<file path="config.mk">
export PLATFORM = sky130hd
export DESIGN_NAME = codificador42_seq
export DESIGN_NICKNAME = d
export VERILOG_FILES = /design/src/rtl/codificador42_seq.sv
export SDC_FILE = /design/constraint.sdc
export NUM_CORES = 1
export LEC_CHECK = 0
export ABC_AREA = 1
export CAP_MARGIN = 20
export CORE_MARGIN = 5
export CORE_UTILIZATION = 42
export CTS_CLUSTER_SIZE = 8
export DETAILED_ROUTE_END_ITERATION = 7
export PLACE_DENSITY = 0.62
export RECOVER_POWER = 50
export SETUP_SLACK_MARGIN = 0.05
export SLEW_MARGIN = 20
export SYNTH_ARGS = -nofsm -noshare
export SYNTH_HDL_FRONTEND = slang
export SYNTH_SLANG_ARGS = --single-unit
</file>
<file path="constraint.sdc">
create_clock -name clk -period 1.7 [get_ports clk]
set_clock_uncertainty 0.1 [all_clocks]
set_input_delay 0.51 -clock clk [delete_from_list [all_inputs] [get_ports clk]]
set_output_delay 0.51 -clock clk [all_outputs]
set_load 0.005 [all_outputs]
</file>
<file path="src/rtl/codificador42_seq.sv">
// Debounced 4-to-2 priority encoder: a request must hold for STABLE_N samples before
// its code is reported, and is then held until ack. Optional CODIFICADOR42_MULTI_EN adds the multi flag.
module codificador42_seq #(
  parameter int STABLE_N = 4
) (
  input  logic       clk,
  input  logic       rst,
  input  logic       en,
  input  logic [3:0] d,
  input  logic       ack,
  output logic [1:0] y,
  output logic       valid
`ifdef CODIFICADOR42_MULTI_EN
  ,
  output logic       multi
`endif
);

  typedef enum logic [1:0] {IDLE, FILTER, HOLD, RELEASE} state_t;

  localparam logic [3:0] STABLE_CNT = 4'(STABLE_N);

  state_t     state_reg, state_next;
  logic [3:0] d_q_reg;
  logic [3:0] cand_reg, cand_next;
  logic [3:0] cnt_reg, cnt_next;
  logic [3:0] cnt_inc;
  logic [1:0] y_reg, y_next;
  logic       valid_reg, valid_next;

  function automatic logic [1:0] encode(input logic [3:0] v);
    if (v[3])      return 2'd3;
    else if (v[2]) return 2'd2;
    else if (v[1]) return 2'd1;
    else           return 2'd0;
  endfunction

  assign cnt_inc = cnt_reg + 4'd1;

`ifdef CODIFICADOR42_MULTI_EN
  logic multi_reg, multi_next;
  assign multi = multi_reg;
`endif

  always_ff @(posedge clk or posedge rst) begin
    if (rst) begin
      state_reg <= IDLE;
      d_q_reg   <= 4'd0;
      cand_reg  <= 4'd0;
      cnt_reg   <= 4'd0;
      y_reg     <= 2'd0;
      valid_reg <= 1'b0;
`ifdef CODIFICADOR42_MULTI_EN
      multi_reg <= 1'b0;
`endif
    end else begin
      state_reg <= state_next;
      d_q_reg   <= d;
      cand_reg  <= cand_next;
      cnt_reg   <= cnt_next;
      y_reg     <= y_next;
      valid_reg <= valid_next;
`ifdef CODIFICADOR42_MULTI_EN
      multi_reg <= multi_next;
`endif
    end
  end

  always_comb begin
    state_next = state_reg;
    cand_next  = cand_reg;
    cnt_next   = cnt_reg;
    y_next     = y_reg;
    valid_next = valid_reg;
`ifdef CODIFICADOR42_MULTI_EN
    multi_next = multi_reg;
`endif
    case (state_reg)
      IDLE: begin
        if (en && d_q_reg != 4'd0) begin
          cand_next  = d_q_reg;
          cnt_next   = 4'd1;
          state_next = FILTER;
        end
      end
      FILTER: begin
        if (!en) begin
          cnt_next   = 4'd0;
          state_next = IDLE;
        end else if (d_q_reg == cand_reg) begin
          cnt_next = cnt_inc;
          // Count saturates here: reaching STABLE_N leaves FILTER on the same edge.
          if (cnt_inc == STABLE_CNT) begin
            state_next = HOLD;
            y_next     = encode(cand_reg);
            valid_next = 1'b1;
`ifdef CODIFICADOR42_MULTI_EN
            multi_next = (cand_reg & (cand_reg - 4'd1)) != 4'd0;
`endif
          end
        end else if (d_q_reg == 4'd0) begin
          cnt_next   = 4'd0;
          state_next = IDLE;
        end else begin
          cand_next = d_q_reg;
          cnt_next  = 4'd1;
        end
      end
      HOLD: begin
        if (ack) begin
          state_next = RELEASE;
          valid_next = 1'b0;
`ifdef CODIFICADOR42_MULTI_EN
          multi_next = 1'b0;
`endif
        end
      end
      RELEASE: begin
        // The same request must go away before it can be reported again.
        if (d_q_reg == 4'd0) begin
          cnt_next   = 4'd0;
          state_next = IDLE;
        end
      end
      default: state_next = IDLE;
    endcase
  end

  assign y     = y_reg;
  assign valid = valid_reg;

endmodule
</file>
==> results.md, run 1 <==
- Final worst slack: 118.9 ps
- Chip width: 56.35 µm
- Number of synthesized register bits: 17
- Tmin final: 1581 ps
- Top cells by area, synth: dfrtp_1 (47%), nand2_1 (14%), inv_1 (8.3%)
- Htree depth: 1
- Die ar.: 0.003175 mm²
- Hold WC Path Type: register to register
- Ports: 11
- PD cells: 1282 mW/mm²
- Slowest library cell on the worst path: dfrtp_1
- Worst Setup SP: y[0]
- Startpoint types: register
- Placed Cells incl. Taps: 157
- Worst EP required: 1090 ps
- Hold Fails Final Rpt: 0
- Setup CP Type: register to primary output
- Area growth from synthesis to layout: 23.44%
- Multi-input gate area: 400.4 µm²
- Layout cells sized above 1: 14.60%
- Synth top area share: 47.16%
- Fin. max-slew vios: 0
- Fin util: 55.63%
- CTS tree: built
- CP max stage delay: 400 ps
- CP Data Arrival Time: 970 ps
- Cell internal pwr: 0.8397 mW
- Clock share of power: 16.6%
- Crit. End Element: primary output
- Seq pwr share: 41.5%
- Hold path start: valid
- Slew Limit Headroom: 41.97%
- First drt pass iteration count: 4
- 1st-iter DRT viols: 12
- # DRC: 0
- Detail Route Antenna Nets: 0
- Die extent in y: 56.35 µm
- Family with the most delay on the worst path: flip-flops
- Seq/Total Area, Yosys: 47.16%
- DP HPWL: 1301 µm
- Finished Layout Cells: 164
- Tot GR Track Use: 12.55%
- Largest net degree at the start of global routing: 18
- CTS root buf: clkbuf_4
- Routability cong.: 0.7948
- Initial core utilization: 45.06%
- Row count: 16
- Detailed Route WL: 1680 µm
- Switching share of power: 41.18%
- Hold buffer count at CTS: 0
- Vias: 758
- Combinational Power Share: 41.9%
- Routed wire per std cell: 10.24 µm
- Number of port buffers: 10
- Finished Cell Area: 0.001114 mm²
- CORE AREA: 0.002002 mm²
- Worst Tran Pin Value: 870.5 ps
- Grt ovf: 0
- Clk pin slew, worst setup/hold paths: 110 ps
- Synth area leader: dfrtp_1
- Crit-path max FO: 2
- DP Area: 0.001066 mm²
- Avg Synthesized Cell Area: 7.777 µm²
- Syn Nets: 125
- Status: finished, final reports clean
- Setup violations, final: 0
- Global-route wire length before repair: 3029 µm
- Vias per inst: 4.622
- Lkg Pwr: 0.5853 nW
- Clock sinks: 17
- Clock Latency Late Sink: 310 ps
- Peak supply drop: 0.0005748 V
- Bufs on Longest Clock Path: 2
- Netlist cell types: 19
- Nets: 147
- Vias in the first global route: 727
- CP cell instances: dlygate4sd2_1
- Synth Warn #: 0
- DP Worst Slack: -140.8 ps
- Post-Syn Area: 902.1 µm²
- Maxcap violations: 0
- Psw: 0.5877 mW
- Ant. Diodes: 0
- Fin crit share: 93.01%
- Num CTS Buffers: 3
- Register Area: 425.4 µm²
- Max Fclk: 0.6325 GHz
- # fillers: 216
- CP Buf/Inv Count: 1
- Initial antenna violation count: 0
- RSZ-0062 raised after global routing: false
- Cells after synthesis: 116
- Worst r2r src: cnt_reg[0]
## logic make-up after synthesis
family | count (synthesis) | share of synthesized area, %
AO/OA/AOI/OAI | 15 | 9.847
buffers and inverters | 21 | 8.737
adder cells (fa/ha/maj) | 1 | 1.387
AND/OR/NAND/NOR | 62 | 32.87
flip-flops | 17 | 47.16
## cell usage in the layout (no fill, tap or decap), types with 2 or more instances in the layout
master	Yosys	final
nand3_1	11	11
o21ai_1	5	5
a21oi_1	3	3
nand2_1	33	33
clkbuf_4	0	3
nor2_4	3	3
dlygate4sd2_1	0	3
nor2_1	8	7
buf_4	0	6
o21ai_0	4	4
dfrtp_1	17	17
o22ai_1	2	2
inv_1	20	20
nor2_2	1	2
dlygate4sd3_1	0	4
nand4_1	2	2
clkdlybuf4s50_1	0	3
## power groups by stage
stage	sequential [mW]	clock [mW]	combinational, mW
global placement	0.603	0	0.557
floorplan	0.584	0	0.433
CTS	0.597	0.248	0.563
finish	0.592	0.237	0.598
detailed placement	0.604	0	0.565
global route	0.608	0.265	0.685
## path summary, 6_finish.rpt
kind	end	slack [ps]	cells past startpoint
worst min-delay path	valid	380	2
worst max-delay path	y[0]	120	1
max in group asynchronous	valid	320	3
worst max register to register	y[0]	250	9
worst min register to register	valid	380	2
min in group asynchronous	cnt_reg[0]	640	3
## routing by layer
metal  vias up  GRT usage [%]  part of all wire (%)  wire length, µm
met5         -              0                     0                0
met4         0          8.136                   3.1               52
met3         5          3.670                   4.7               79
met2        14          19.87                    45              758
met1       330          14.67                    47              790
li1        409              -                     -                -
## Yosys cell counts
cell,n
inv_2,1
ha_1,1
dfrtp_1,17
nand2_4,1
o21ai_0,4
nand3b_1,1
nand2_2,1
nor2_2,1
nand2_1,33
o21ai_4,1
a21oi_1,3
o22ai_1,2
nor2_4,3
nor2_1,8
nand3_2,1
inv_1,20
nand4_1,2
o21ai_1,5
nand3_1,11
## final cells by class
type	count	share of cell area [%]
sequential	17	38.20
multi-input combinational	78	35.95
clock buffer	3	2.022
timing repair buffer	17	13.03
inverter	21	7.079
tap	27	3.034
clock inverter	1	0.6742
## tightest hold or removal path: stages, from the launching register on
cell     delay (ps)
dfrtp_1         350
nand2_1          50
nand2_1          50
## metrics by stage
step	hold WS [ps]	power (mW)	setup TNS, ps
2_1_floorplan	336.1	1.017	0
3_3_place_gp	357.4	1.160	-548.4
3_5_place_dp	367.1	1.168	-876.3
4_1_cts	386.7	1.408	0
5_1_grt	451.3	1.558	0
6_report	378.0	1.427	0
## what timing repair did
item | in CTS | in global routing
setup buffers | 1 | 2
gates cloned | 0 | 0
hold endpoints to repair | 0 | 0
resized for setup | 3 | 1
endpoints found under the setup margin | 3 | 2
(Power assumes the default switching activity.)
==> run 2: changes to the inputs <==
Settings changed: RECOVER_POWER 50 to 25.
==> results of run 2 <==
The final DEF is identical to that of run 1; final timing and power are the same.
